--- src/rtl/fb_pkg.sv ---
// Shared framebuffer geometry and the queued plot-entry layout.
// Latency: n/a (types and constants only).
// Backpressure: n/a.
package fb_pkg;

  localparam int H_RES    = 320;
  localparam int V_RES    = 240;
  localparam int FB_WORDS = H_RES * V_RES;  // 76800
  localparam int ADDR_W   = 17;
  localparam int COLOUR_W = 3;
  localparam int X_W      = 10;
  localparam int Y_W      = 9;

  typedef struct packed {
    logic [X_W-1:0]      x;
    logic [Y_W-1:0]      y;
    logic [COLOUR_W-1:0] colour;
  } plot_entry_t;

endpackage

--- src/rtl/plot_fifo.sv ---
// Synchronous FIFO, power-of-two depth, wrap-bit pointers.
// Latency: a pushed entry is visible at o_dout the cycle after the push edge.
// Backpressure: push ignored when full, pop ignored when empty; push+pop together allowed.
//
// Ports: clock/resetn; i_push/i_din write side; i_pop read side;
//        o_dout head entry; o_full/o_empty status.
module plot_fifo #(
  parameter int WIDTH = 22,
  parameter int DEPTH = 8
) (
  input  logic             clock,
  input  logic             resetn,
  input  logic             i_push,
  input  logic [WIDTH-1:0] i_din,
  input  logic             i_pop,
  output logic [WIDTH-1:0] o_dout,
  output logic             o_full,
  output logic             o_empty
);

  localparam int AW = $clog2(DEPTH);

  logic [WIDTH-1:0] r_mem [DEPTH];
  logic [AW:0]      r_wptr;
  logic [AW:0]      r_rptr;
  logic             w_push;
  logic             w_pop;

  // Same index with differing wrap bit means the writer is a full lap ahead.
  assign o_full  = (r_wptr[AW] != r_rptr[AW]) && (r_wptr[AW-1:0] == r_rptr[AW-1:0]);
  assign o_empty = (r_wptr == r_rptr);
  assign w_push  = i_push && !o_full;
  assign w_pop   = i_pop && !o_empty;
  assign o_dout  = r_mem[r_rptr[AW-1:0]];

  always_ff @(posedge clock or negedge resetn) begin
    if (!resetn) begin
      r_wptr <= '0;
      r_rptr <= '0;
    end else begin
      if (w_push) r_wptr <= r_wptr + 1'b1;
      if (w_pop)  r_rptr <= r_rptr + 1'b1;
    end
  end

  // Storage needs no reset: only entries between the pointers are ever read.
  always_ff @(posedge clock) begin
    if (w_push) r_mem[r_wptr[AW-1:0]] <= i_din;
  end

endmodule

--- src/rtl/plot_sink_fb_writer.sv ---
// Pixel-plot sink: clip to screen, queue, convert (x,y) to y*320+x, write framebuffer.
// Latency: plot accepted at edge E drives fb_wren=1 right after edge E+3 (fb_ready=1).
// Backpressure: fb_ready=0 freezes all stages and FIFO pops; ready=!full stalls the plotter.
//
// Ports: clock, resetn (async, active low); x, y, colour, plot input request;
//        ready = FIFO not full; fb_addr/fb_data/fb_wren/fb_ready framebuffer port;
//        busy = any work queued or in flight; drop_count saturating clip count;
//        overflow sticky "plot while not ready".
module plot_sink_fb_writer #(
  parameter int H_RES      = fb_pkg::H_RES,
  parameter int V_RES      = fb_pkg::V_RES,
  parameter int COLOUR_W   = fb_pkg::COLOUR_W,
  parameter int FIFO_DEPTH = 8,
  parameter int ADDR_W     = fb_pkg::ADDR_W
) (
  input  logic                clock,
  input  logic                resetn,
  input  logic [9:0]          x,
  input  logic [8:0]          y,
  input  logic [COLOUR_W-1:0] colour,
  input  logic                plot,
  output logic                ready,
  output logic [ADDR_W-1:0]   fb_addr,
  output logic [COLOUR_W-1:0] fb_data,
  output logic                fb_wren,
  input  logic                fb_ready,
  output logic                busy,
  output logic [7:0]          drop_count,
  output logic                overflow
);

  import fb_pkg::*;

  localparam logic [9:0] X_LIM = 10'(H_RES);
  localparam logic [8:0] Y_LIM = 9'(V_RES);

  plot_entry_t w_push_entry;
  plot_entry_t w_head;
  logic        w_full;
  logic        w_empty;
  logic        w_clip;
  logic        w_push;
  logic        w_pop;
  logic        w_advance;
  logic [ADDR_W-1:0] w_y_ext;
  logic [ADDR_W-1:0] w_ybase;
  logic [ADDR_W-1:0] w_addr;

  // S1: head fields plus partial product y*320
  logic                r_s1_vld;
  logic [9:0]          r_s1_x;
  logic [COLOUR_W-1:0] r_s1_colour;
  logic [ADDR_W-1:0]   r_s1_ybase;
  // S2: full linear address
  logic                r_s2_vld;
  logic [ADDR_W-1:0]   r_s2_addr;
  logic [COLOUR_W-1:0] r_s2_colour;
  // S3: the framebuffer port registers themselves
  logic                r_s3_vld;
  logic [ADDR_W-1:0]   r_fb_addr;
  logic [COLOUR_W-1:0] r_fb_data;

  logic [7:0] r_drop_count;
  logic       r_overflow;

  assign w_push_entry.x      = x;
  assign w_push_entry.y      = y;
  assign w_push_entry.colour = colour;

  always_comb begin
    w_clip    = (x >= X_LIM) || (y >= Y_LIM);
    w_push    = plot && !w_full && !w_clip;
    // One advance signal for every stage: whole pipe moves or whole pipe holds,
    // so order is preserved and no entry is duplicated or lost.
    w_advance = !r_s3_vld || fb_ready;
    w_pop     = w_advance && !w_empty;
    // y*320 = (y<<8) + (y<<6), built at address width so nothing truncates.
    w_y_ext   = ADDR_W'(w_head.y);
    w_ybase   = (w_y_ext << 8) + (w_y_ext << 6);
    w_addr    = r_s1_ybase + ADDR_W'(r_s1_x);
  end

  plot_fifo #(
    .WIDTH ($bits(plot_entry_t)),
    .DEPTH (FIFO_DEPTH)
  ) u_fifo (
    .clock   (clock),
    .resetn  (resetn),
    .i_push  (w_push),
    .i_din   (w_push_entry),
    .i_pop   (w_pop),
    .o_dout  (w_head),
    .o_full  (w_full),
    .o_empty (w_empty)
  );

  always_ff @(posedge clock or negedge resetn) begin
    if (!resetn) begin
      r_s1_vld    <= 1'b0;
      r_s1_x      <= '0;
      r_s1_colour <= '0;
      r_s1_ybase  <= '0;
      r_s2_vld    <= 1'b0;
      r_s2_addr   <= '0;
      r_s2_colour <= '0;
      r_s3_vld    <= 1'b0;
      r_fb_addr   <= '0;
      r_fb_data   <= '0;
    end else if (w_advance) begin
      r_s1_vld <= w_pop;
      if (w_pop) begin
        r_s1_x      <= w_head.x;
        r_s1_colour <= w_head.colour;
        r_s1_ybase  <= w_ybase;
      end
      r_s2_vld <= r_s1_vld;
      if (r_s1_vld) begin
        r_s2_addr   <= w_addr;
        r_s2_colour <= r_s1_colour;
      end
      // Address/data only load with a valid entry, so they hold the last
      // written values while fb_wren is low.
      r_s3_vld <= r_s2_vld;
      if (r_s2_vld) begin
        r_fb_addr <= r_s2_addr;
        r_fb_data <= r_s2_colour;
      end
    end
  end

  always_ff @(posedge clock or negedge resetn) begin
    if (!resetn) begin
      r_drop_count <= '0;
      r_overflow   <= 1'b0;
    end else begin
      if (plot && !w_full && w_clip && (r_drop_count != 8'hFF))
        r_drop_count <= r_drop_count + 8'd1;
      if (plot && w_full)
        r_overflow <= 1'b1;
    end
  end

  assign ready      = !w_full;
  assign fb_addr    = r_fb_addr;
  assign fb_data    = r_fb_data;
  assign fb_wren    = r_s3_vld;
  assign busy       = !w_empty || r_s1_vld || r_s2_vld || r_s3_vld;
  assign drop_count = r_drop_count;
  assign overflow   = r_overflow;

endmodule

--- config.mk ---
export PLATFORM = sky130hd
export DESIGN_NAME = plot_sink_fb_writer
export DESIGN_NICKNAME = d
export VERILOG_FILES = /design/src/rtl/fb_pkg.sv /design/src/rtl/plot_fifo.sv /design/src/rtl/plot_sink_fb_writer.sv
export SDC_FILE = /design/constraint.sdc
export NUM_CORES = 1
export LEC_CHECK = 0
export CAP_MARGIN = 40
export CORE_ASPECT_RATIO = 1.4
export CORE_MARGIN = 5
export CORE_UTILIZATION = 37
export CTS_BUF_LIST = sky130_fd_sc_hd__clkbuf_8
export DETAILED_ROUTE_END_ITERATION = 6
export PLACE_DENSITY = 0.51
export SKIP_CTS_REPAIR_TIMING = 1
export SYNTH_ARGS = -nofsm -noshare
export SYNTH_HDL_FRONTEND = slang
export SYNTH_HIERARCHICAL = 1
export SYNTH_SLANG_ARGS = --single-unit
--- constraint.sdc ---
create_clock -name clock -period 4.6 [get_ports clock]
set_input_delay 0.92 -clock clock [delete_from_list [all_inputs] [get_ports clock]]
set_output_delay 0.92 -clock clock [all_outputs]
set_load 0.005 [all_outputs]
---- Word-level counts from Yosys, hierarchy flattened ----
Memories as Yosys holds them, arrays and structs flattened.
Index checks and enable logic that the tools add are counted.
word-level totals
  flip-flop bits (word level) ............. 90
  memory bits (writable) .................. 176
  memories ................................ 1
  logic and storage cells ................. 49
  input bits .............................. 26
  output and inout bits ................... 32
memories
  name          depth  width  rd ports  clocked after memory_dff  wr ports  line             text
  u_fifo.r_mem  8      22     1         0                         1         plot_fifo.sv:23  logic [WIDTH-1:0] r_mem [DEPTH];
cells by class
  mux-type cells .......................... 2
  order comparisons ....................... 2
  reductions and logical operators ........ 21
  add/subtract/negate cells ............... 5
  equality and inequality tests ........... 4
operators with widths
  kind                                                                                  number
  17-bit by 10-bit adder with 17-bit output                                             1
  17-bit by 15-bit adder with 17-bit output                                             1
  10-bit by 9-bit greater-or-equal comparator with 1-bit output, second input constant  1
  9-bit by 8-bit greater-or-equal comparator with 1-bit output, second input constant   1
  1-bit logical AND                                                                     9
  4-bit by 1-bit adder with 4-bit output, second input constant                         2
  8-bit by 1-bit adder with 8-bit output, second input constant                         1
  8-bit != test, second input constant                                                  1
  2-bit AND reduction                                                                   3
  1-bit logical OR                                                                      5
  4-bit equality test                                                                   1
  1-bit zero test                                                                       4
  3-bit equality test                                                                   1
  1-bit 2-to-1 mux                                                                      2
  1-bit != test                                                                         1

---- Logic depth before layout (Yosys ltp) ----
Gate-level depths: netlist of run 1.
  depth after elaboration ................. 8
  gate-level depth with buffers ........... 11
  mapped depth without buffers ............ 9

---- Cells and area by module ----
Netlist of run 1, hierarchy kept.
modules (own cells, without submodules)
  module               area each (µm²)  instances  sequential area each (µm²)  cells each
  plot_fifo            7,267.0          1          5,485.3                     313
  plot_sink_fb_writer  3,494.6          1          1,901.8                     311

---- Worst setup path before layout of run 1 ----
No wires, ideal clock.
  path type ............................... input to register
  from .................................... input port x[7]
  to ...................................... memory u_fifo.r_mem[4][0] (enable)
  stages .................................. 5
  library setup time ...................... 0.457 ns
  slack ................................... 0.257 ns
  data arrival time ....................... 3.886 ns
  buffers on the path ..................... 0
  required time ........................... 4.143 ns
  cells stage by stage .................... o21ai_0 > nand3_1 > nor3b_1 > nand2_1 > nor4_1
on the way
  longest elaborated chain between the ends .. 7
RTL lines
  element                                                        line                       text
  from (decl)                                                    plot_sink_fb_writer.sv:18  input logic [9:0] x,
  10-bit by 9-bit greater-or-equal comparator with 1-bit output  plot_sink_fb_writer.sv:71  w_clip = (x >= X_LIM) || (y >= Y_LIM);
  1-bit logical OR                                               plot_sink_fb_writer.sv:71
  1-bit zero test                                                plot_sink_fb_writer.sv:72  w_push = plot && !w_full && !w_clip;
  1-bit logical AND                                              plot_sink_fb_writer.sv:72
  named net w_push                                               plot_sink_fb_writer.sv:42  logic w_push;
  1-bit logical AND                                              plot_fifo.sv:32            assign w_push = i_push && !o_full;
  1-bit 2-to-1 mux                                               plot_fifo.sv:48            if (w_push) r_mem[r_wptr[AW-1:0]] <= i_din;
  1-bit 2-to-1 mux (implied by the code)                         plot_fifo.sv:48
  to (decl)                                                      plot_fifo.sv:23
The timed path passes the listed nets, and every way through them passes these cells.

---- Worst setup path in the final report of run 1 ----
  from .................................... register u_fifo.r_rptr[0]
  to ...................................... output port busy
on the way
  longest elaborated chain between the ends .. 5
RTL lines
  element                        line                        text
  from (decl)                    plot_fifo.sv:25             logic [AW:0] r_rptr;
  from (signal assigned)         plot_fifo.sv:42             if (w_pop) r_rptr <= r_rptr + 1'b1;
  4-bit equality test            plot_fifo.sv:31             assign o_empty = (r_wptr == r_rptr);
  named net w_empty              plot_sink_fb_writer.sv:40   logic w_empty;
  1-bit zero test                plot_sink_fb_writer.sv:147  assign busy = !w_empty || r_s1_vld || r_s2_vld || r_s3_vld;
  1-bit logical OR (3 in a row)  plot_sink_fb_writer.sv:147
  to (decl)                      plot_sink_fb_writer.sv:27   output logic busy,
The timed path passes the listed nets, and every way through them passes these cells.

==> run metrics, run 1 <==
CTS buffer count=40; worst path bufs/invs=1; Hold Path Class=input pin to asynchronous set/reset pin; Area Overhead vs Synth=16.89%; status=finished, final reports clean; first-pass GRT wire length=about 33000 µm; Post-Synthesis Cells=roughly 620; # setup viols final=0; TritonCTS clock tree=built; clock sinks=260; Max Cap Viol=0; slowest CP cell=dfrtp_2; met2 usage=23.72%; setup ws final=610.4 ps; Die Wd=about 150 µm; Synth Register Bits=260; Initial Utilization=between 30% and 40%; maximum VDD drop=0.0002054 V; final hold vios=0; overall power=around 8 mW; slew margin rel.=51.12%; Slowest Stage Delay on Critical Path=630 ps; reg2reg start=u_fifo/r_rptr[0]; static leakage=4.564 nW; Avg Inst Size Synth=17.25 µm²; Clk pwr share=21.9%; vias per cell=4.905; Reg2Reg Setup Slack=just over 1000 ps; post-DP HPWL=13080 µm; die height=211.8 µm; drt pass-1 iters=4; share of layout cells above drive strength 1=24.50%; placed insts=1053; clock skew=30.07 ps; min Tclk post-route=3990 ps; Psw=2.692 mW; Worst setup SP type=register; Sequential Area=7390 µm²; initial antenna violation count=0; family with the most delay on the worst path=simple AND/OR/NAND/NOR gates; ANT cells=0; total power per unit cell area=~640 nW/µm²; Worst EP required=3680 ps; GP Congestion=0.7645; Switching Fraction=33.18%; First DRT Iteration DRCs=249; # rows=74; pre-CTS setup slack=589.0 ps; global route overflow=0; Sequential Power Share=approximately two fifths; # H-tree levels=2; gr busiest metal=met2; drc violations=0; f_max=250.7 MHz; largest net degree at the start of global routing=59; grt met3 use=~3.0%; Yosys warnings=6; Fill cells=2512; Core ar.=28980 µm²; Async SR Flop Fraction=32.31%; number of synthesized flops with an enable pin=176; placed cell areas=11840 µm²; post-synth cell types=53; non-filler cells, final=between 1000 and 1500; Post-synth top flop=edfxtp_1; critical path cell sequence=xor2_2 > or3_1 > nor2_1 > or4b_2 > clkdlybuf4s50_1; crit end category=output port; Vias=5508; area taken by multi-input logic gates=3203 µm²; wire per inst=18.47 µm; I/O Pins=58; worst slew pin tran=733.2 ps; register area share after synthesis=68.64%; M1 GR Usage=14.89%; reg2reg end=r_s1_ybase[15]; vias in the first global route=roughly 6000; Pint=5.420 mW; Comb power frac=37.9%; NumNets Final=between 700 and 800; Routed Antenna Nets=0; design area=12580 µm²; clock buffer depth=3; CTS root buffer=clkbuf_8; R2R cell count=9; fin crit share=between 80% and 90%; Syn Nets=666; full die area=roughly 33000 µm²; Worst-path clk slew=60 ps; routed wire length=20740 µm; worst-skew pair later-pin latency=560 ps; Crit Path Max Fanout=14; critical path class=register to output port; Tot GR Track Use=13.02%; final setup TNS=0 ps; CP arrival=3070 ps; WP depth=5; RSZ-0062 raised after global routing=no; synthesized area=10760 µm²; Max Slew Vio Count=0; port bufs=57
[cells in the final DEF, fill, tap and decap left out, types with 4 or more instances in the layout]
| cell type | n |
|---|---|
| o21ai_0 | 13 |
| buf_4 | 17 |
| ha_1 | 14 |
| xnor2_1 | 17 |
| clkdlybuf4s50_1 | 56 |
| dfrtp_1 | 82 |
| inv_1 | 21 |
| mux4_1 | 11 |
| edfxtp_1 | 176 |
| mux4_2 | 33 |
| o311ai_1 | 4 |
| clkinv_1 | 5 |
| xor2_1 | 10 |
| a211oi_1 | 4 |
| nor2b_1 | 4 |
| nand4_1 | 7 |
| mux2_2 | 52 |
| a21oi_1 | 7 |
| o21ai_1 | 7 |
| clkbuf_8 | 44 |
| nand2b_1 | 5 |
| clkinv_2 | 7 |
| nor2_2 | 4 |
| nand2_1 | 78 |
| nand3_1 | 4 |
| a21o_1 | 4 |
[logic make-up (layout without fill, tap and decap cells)]
group	Yosys count	after routing	share of synthesized area, %
AOI/OAI and AO/OA	54	54	3.744
xor gates and xnor gates	30	30	2.651
adders and majority gates	16	16	2.000
buffers and inverters	36	155	1.883
DFF	260	260	68.64
muxes	100	100	15.44
and+or+nand+nor	128	128	5.639
[synthesized netlist by cell type, drive strengths merged, types with 4 or more instances]
| library cell | instances | area (µm²) |
|---|---|---|
| mux4 | 44 | 1032 |
| o311ai | 5 | 43.79 |
| nand4 | 7 | 43.79 |
| nand2b | 6 | 40.04 |
| inv | 10 | 37.53 |
| a211oi | 4 | 30.03 |
| buf | 19 | 137.6 |
| nor2b | 5 | 33.78 |
| nor3 | 5 | 25.02 |
| edfxtp | 176 | 5285 |
| clkbuf | 7 | 27.52 |
| o41ai | 5 | 66.32 |
| mux2 | 55 | 619.3 |
| ha | 14 | 175.2 |
| a21o | 4 | 30.03 |
| a21oi | 7 | 35.03 |
| nand3 | 4 | 20.02 |
| dfrtp | 84 | 2102 |
| xnor2 | 17 | 148.9 |
| nor2 | 6 | 22.52 |
| nand2 | 78 | 292.8 |
| xor2 | 13 | 136.4 |
| o21ai | 22 | 117.6 |
[worst register-to-register path: stages (launching register included)]
cell       delay [ps]
dfrtp_2           630
buf_4             430
mux4_1            630
mux2_2            340
ha_1              260
a211oi_1          290
o21bai_1          180
a2111oi_2         460
or4_1             170
o211ai_1           70
[routing by layer]
metal / up-vias / routed length [µm]
met1: 2794 / 8256
met5: - / 0
met3: 33 / 798
met2: 91 / 11170
li1: 2590 / -
met4: 0 / 518
[final cells by class]
cell class              count  area share (%)
clock buffers              44           4.814
clock inverters            26           1.094
inverters                  10          0.2984
multi-input cells         328           25.46
flip-flops and latches    260           58.74
well taps                 380           3.780
repair buffers             75           5.809
[worst max-delay path by stage]
stage / startpoint / endpoint / slack (ps)
2_1_floorplan: x[7] / u_fifo/r_mem[4][0] / 260
3_3_place_gp: x[7] / u_fifo/r_mem[0][16] / 700
3_5_place_dp: x[7] / u_fifo/r_mem[1][12] / 590
4_1_cts: u_fifo/r_rptr[0] / busy / 520
5_1_grt: u_fifo/r_rptr[0] / busy / 390
6_report: u_fifo/r_rptr[0] / busy / 610
[per-stage QoR]
stage / util, % / hold slack, ps
after global routing: 43.41 / 437.8
after floorplan: - / 441.8
after detailed placement: 40.84 / 452.3
final: 43.41 / 399.7
after global placement: 40.70 / 440.2
after CTS: 43.41 / 412.9
[sequential cells by signal (all words and copies together) (netlist names)]
register	cells
u_fifo/r_mem	176
fb_addr	17
r_s2_addr	17
r_s1_ybase	11
r_s1_x	10
drop_count	8
u_fifo/r_rptr	4
u_fifo/r_wptr	4
fb_data	3
r_s1_colour	3
r_s2_colour	3
fb_wren	1
overflow	1
r_s1_vld	1
r_s2_vld	1
[power by group through the flow]
stage / Clock, mW / Sequential, mW / Combinational, mW
after CTS: 1.86 / 3.27 / 3.15
after floorplan: 0 / 3.19 / 2.33
after global routing: 1.97 / 3.32 / 3.42
final: 1.78 / 3.26 / 3.08
after detailed placement: 0 / 3.31 / 3.12
after global placement: 0 / 3.29 / 3.05
(Power assumes the default switching activity.)
==> run 2, diff against run 1 <==
--- a/config.mk
+++ b/config.mk
@@ -11,7 +11,7 @@
 export CORE_UTILIZATION = 37
 export CTS_BUF_LIST = sky130_fd_sc_hd__clkbuf_8
 export DETAILED_ROUTE_END_ITERATION = 6
-export PLACE_DENSITY = 0.51
+export GPL_TIMING_DRIVEN = 1
 export SKIP_CTS_REPAIR_TIMING = 1
 export SYNTH_ARGS = -nofsm -noshare
 export SYNTH_HDL_FRONTEND = slang
==> run 2 against run 1 <==
Compared with the run above:
- non-clock buffer count down 3
- hold slack improved by 12 ps
- utilization fell by 0.40 points
- total power decreased by 2.2%
- flip-flop and latch count stayed put
- cell count decreased by 0.71%
- sequential power barely moved
==> run metrics, run 2 (synthesis results as in run 1) <==
# setup viols final=0 (unchanged); Crit Path Max Fanout=10 (-4); clock skew=21.06 ps (-9.016 ps); Hold Path Class=input pin to asynchronous set/reset pin; critical path class=register to output port; worst-skew pair later-pin latency=540 ps (-20 ps); drt pass-1 iters=4 (unchanged); GP Congestion=0.7799 (+2.0%); Worst-path clk slew=60 ps (about the same); CTS root buffer=clkbuf_8; Tot GR Track Use=12.75% (-0.27 points); TritonCTS clock tree=built; Max Slew Vio Count=0 (unchanged); slowest CP cell=or4b_2; share of layout cells above drive strength 1=23.27% (-1.2 points); Sequential Power Share=40.7% (+0.6 points); clock buffer depth=3 (unchanged); port bufs=57 (unchanged); CP arrival=3060 ps (about the same); post-DP HPWL=13050 µm (-0.22%); Routed Antenna Nets=0 (unchanged); Core ar.=28980 µm² (unchanged); Die Wd=154.1 µm (unchanged); slew margin rel.=36.11% (-15 points); family with the most delay on the worst path=simple AND/OR/NAND/NOR gates; Worst setup SP type=register; largest net degree at the start of global routing=57 (-3.4%); fin util=43.01% (-0.40 points); # H-tree levels=2 (unchanged); Clk pwr share=20.7% (-1.2 points); die height=211.8 µm (unchanged); Pint=5.275 mW (-2.7%); full die area=32640 µm² (unchanged); initial antenna violation count=0 (unchanged); final hold vios=0 (unchanged); f_max=251.3 MHz (+0.26%); area taken by multi-input logic gates=3203 µm² (unchanged); Slowest Stage Delay on Critical Path=590 ps (-40 ps); final setup TNS=0 ps (unchanged); RSZ-0062 raised after global routing=no; NumNets Final=752 (-0.66%); crit end category=output port; status=finished, final reports clean; global route overflow=0 (unchanged); DR top layer=met4; most frequent cells in the layout=edfxtp_1 (176), dfrtp_1 (83), nand2_1 (78); total power per unit cell area=636.8 nW/µm² (-1.2%); ANT cells=0 (unchanged); First DRT Iteration DRCs=223 (-10%); static leakage=4.500 nW (-1.4%); Worst EP required=3680 ps (about the same); vias per cell=4.926 (+0.42%); CTS buffer count=38 (-5.0%); routed wire length=20370 µm (-1.8%); vias in the first global route=6012 (+1.2%); Area Overhead vs Synth=15.82%; Vias=5492 (-0.29%); Initial Utilization=37.13% (unchanged); wire per inst=18.26 µm (-1.1%); most common cell after layout, fill and taps aside=edfxtp_1; Max Cap Viol=0 (unchanged); drc violations=0 (unchanged); design area=12460 µm² (-0.91%); first-pass GRT wire length=32750 µm (-0.71%); Psw=2.663 mW (-1.1%); Fill cells=2539 (+1.1%); clock sinks=260 (unchanged); Comb power frac=38.6% (+0.7 points); placed cell areas=11810 µm² (-0.26%); Metal-1 WL=7877 µm (-4.6%); # rows=74 (unchanged); critical path cell sequence=xor2_2 > or3_1 > nor2_1 > or4b_2 > clkdlybuf4s50_1; wire length on met2=11200 µm (+0.27%); I/O Pins=58 (unchanged); R2R cell count=10 (+1); fin crit share=86.51% (-0.22 points); worst path bufs/invs=1 (unchanged); Sequential Area=7388 µm² (about the same); maximum VDD drop=0.0002147 V (+4.5%); met3 wire len=744 µm (-6.8%); min Tclk post-route=3979 ps (-10.31 ps); Switching Fraction=33.55% (+0.37 points); WP depth=5 (unchanged); max reg flops=176 (unchanged); worst slew pin tran=950.4 ps (+217.2 ps)
[run 2: area by class of cell]
type / count / share of cell area, %
clock buffers: 40 / 4.417
clock inverters: 25 / 0.8733
inverters: 10 / 0.3011
multi-input cells: 328 / 25.70
flip-flops and latches: 260 / 59.28
well taps: 380 / 3.814
repair buffers: 72 / 5.621
[run 2: power groups by stage]
stage	Sequential, mW	Combinational, mW	Clock, mW
2_1_floorplan	3.19	2.33	0
3_3_place_gp	3.27	3.03	0
3_5_place_dp	3.29	3.11	0
4_1_cts	3.24	3.13	1.72
5_1_grt	3.30	3.42	1.81
6_report	3.23	3.06	1.64
[run 2: metrics by stage]
stage	std cells	total power [mW]	hold WS (ps)	setup slack (ps)
finish	1115	7.938	411.7	620.7
detailed placement	1050	6.399	446.1	647.7
CTS	1115	8.087	410.2	562.5
global route	1115	8.526	448.7	413.8
floorplan	624	5.517	441.8	257.3
global placement	1049	6.294	442.5	814.1
[run 2: per-layer routing]
metal  vias up  track usage [%]
met5         -                0
met4         0            4.784
met3        38            2.577
met2       104            23.84
met1      2763            14.24
li1       2587                -
[run 2: final timing paths]
kind | to | slack (ps) | start
setup / recovery | busy | 620 | u_fifo/r_wptr[1]
hold / removal | overflow | 410 | resetn
setup reg to reg | r_s1_ybase[16] | 1090 | u_fifo/r_rptr[0]
hold reg to reg | overflow | 450 | overflow
max in group asynchronous | r_s1_x[4] | 3310 | resetn
min in group clock | overflow | 450 | overflow
==> run 3, diff against run 2 <==
==> constraint.sdc (replaced) <==
create_clock -name clock -period 4.6 [get_ports clock]
set_input_delay 0.92 -clock clock [delete_from_list [all_inputs] [get_ports clock]]
set_output_delay 0.92 -clock clock [all_outputs]
set_load 0.1 [all_outputs]
==> run 3 against run 2 <==
Compared with the run above:
- register-to-register slack better by 60 ps
- non-clock buffer count up 35
- cell count up 3.6%
- sequential power about the same
- first-iteration DRC count up 21%
- critical path depth unchanged
- largest cell class unchanged
==> run metrics, run 3 (synthesis results as in run 1) <==
f_max=249.5 MHz (-0.73%); # setup viols final=0 (unchanged); CP arrival=3090 ps (+30 ps); clock skew=15.67 ps (-5.387 ps); wire per inst=17.63 µm (-3.5%); Comb power frac=46.0% (+7.4 points); Worst EP required=3680 ps (about the same); min Tclk post-route=4009 ps (+29.22 ps); NumNets Final=790 (+5.1%); Area Overhead vs Synth=22.30%; final setup TNS=0 ps (unchanged); worst-skew pair later-pin latency=550 ps (about the same); Core ar.=28980 µm² (unchanged); maximum VDD drop=0.0002445 V (+14%); routed wire length=20370 µm (about the same); most common cell after layout, fill and taps aside=edfxtp_1; # H-tree levels=2 (unchanged); I/O Pins=58 (unchanged); Reg2Reg Setup Slack=1150 ps (+60 ps); Fill cells=2493 (-1.8%); First DRT Iteration DRCs=269 (+21%); die height=211.8 µm (unchanged); Initial Utilization=37.13% (unchanged); final hold vios=0 (unchanged); drt pass-1 iters=4 (unchanged); Hold Path Class=input pin to asynchronous set/reset pin; GP Congestion=0.7638 (-2.1%); clock sinks=260 (unchanged); Max Slew Vio Count=0 (unchanged); CTS root buffer=clkbuf_8; Clk pwr share=20.2% (-0.5 points); TritonCTS clock tree=built; Tot GR Track Use=12.82% (+0.072 points); clock buffer depth=3 (unchanged); Routed Antenna Nets=0 (unchanged); Psw=3.706 mW (+39%); Worst setup SP type=register; Crit Path Max Fanout=20 (+10); placed insts=1085 (+3.3%); Worst-path clk slew=60 ps (about the same); largest net degree at the start of global routing=49 (-14%); Vias=5666 (+3.2%); Sequential Power Share=33.8% (-6.9 points); first-pass GRT wire length=33080 µm (+0.99%); full die area=32640 µm² (unchanged); setup ws final=591.5 ps (-29.22 ps); initial antenna violation count=0 (unchanged); Pint=5.936 mW (+13%); RSZ-0062 raised after global routing=no; vias per cell=4.906 (-0.40%); port bufs=57 (unchanged); CTS buffer count=41 (+7.9%); ANT cells=0 (unchanged); Max Cap Viol=0 (unchanged); worst slew pin tran=846.5 ps (-103.9 ps); Die Wd=154.1 µm (unchanged); non-filler cells, final=1155 (+3.6%); post-DP HPWL=13270 µm (+1.7%); status=finished, final reports clean; max reg flops=176 (unchanged); Switching Fraction=38.44% (+4.9 points); # rows=74 (unchanged); most frequent cells in the layout=edfxtp_1 (176), dfrtp_1 (83), nand2_1 (78); fin crit share=87.14% (+0.64 points); critical path class=register to output port; vias in the first global route=6090 (+1.3%); global route overflow=0 (unchanged); static leakage=4.830 nW (+7.3%); crit end category=output port; drc violations=0 (unchanged); total power per unit cell area=732.6 nW/µm² (+15%); slew margin rel.=43.43% (+7.3 points); share of layout cells above drive strength 1=28.00% (+4.7 points); pre-CTS setup slack=613.2 ps (-34.57 ps); WHS=371.9 ps (-39.79 ps)
run 3: cell types whose count changed in the layout (fill, tap and decap cells not counted), moves of 3 or more:
cell,delta
buf_4,+7
clkinvlp_4,+3
bufinv_16,+4
buf_16,+5
buf_8,+25
run 3: final timing paths:
kind	cells after the start	from	end
worst min-delay path	1	resetn	u_fifo/r_wptr[1]
min in group clock	1	overflow	overflow
worst max register to register	9	u_fifo/r_rptr[0]	r_s1_ybase[16]
worst max-delay path	5	u_fifo/r_rptr[0]	busy
max in group asynchronous	2	resetn	fb_data[1]
worst min register to register	1	overflow	overflow
run 3: metal layers:
layer / vias to the layer above / GRT usage [%] / routed length (µm)
met1: 2858 / 14.37 / 7873
met3: 46 / 2.658 / 799
met4: 0 / 5.424 / 664
met2: 108 / 23.57 / 11030
met5: - / 0 / 0
li1: 2654 / - / -
run 3: layout make-up:
type | instances | area, µm² | share of cell area [%]
multi-input combinational | 328 | 3203 | 24.34
clock buffer | 42 | 578.1 | 4.392
timing repair buffer | 107 | 1246 | 9.469
tap | 380 | 475.5 | 3.613
clock inverter | 28 | 232.7 | 1.768
sequential | 260 | 7388 | 56.14
inverter | 10 | 37.54 | 0.2852
run 3: power groups by stage:
stage	clock [mW]	sequential (mW)	combinational (mW)
after floorplan	0	4.06	2.36
after global placement	0	3.30	3.94
after detailed placement	0	3.32	4.48
after CTS	2.00	3.27	4.50
after global routing	2.12	3.33	4.79
final	1.94	3.26	4.44
run 3: metrics by stage:
step | total power, mW | util [%] | cell area (µm²)
2_1_floorplan | 6.416 | - | 10760
3_3_place_gp | 7.237 | 40.80 | 11820
3_5_place_dp | 7.796 | 42.62 | 12350
4_1_cts | 9.775 | 45.41 | 13160
5_1_grt | 10.24 | 45.41 | 13160
6_report | 9.642 | 45.41 | 13160
run 3: worst max-delay path, stage by stage (launching register included):
cell and delay [ps]:
dfrtp_2 790, xor2_2 300, or3_1 460, nor2_1 140, or4b_2 640, buf_12 200
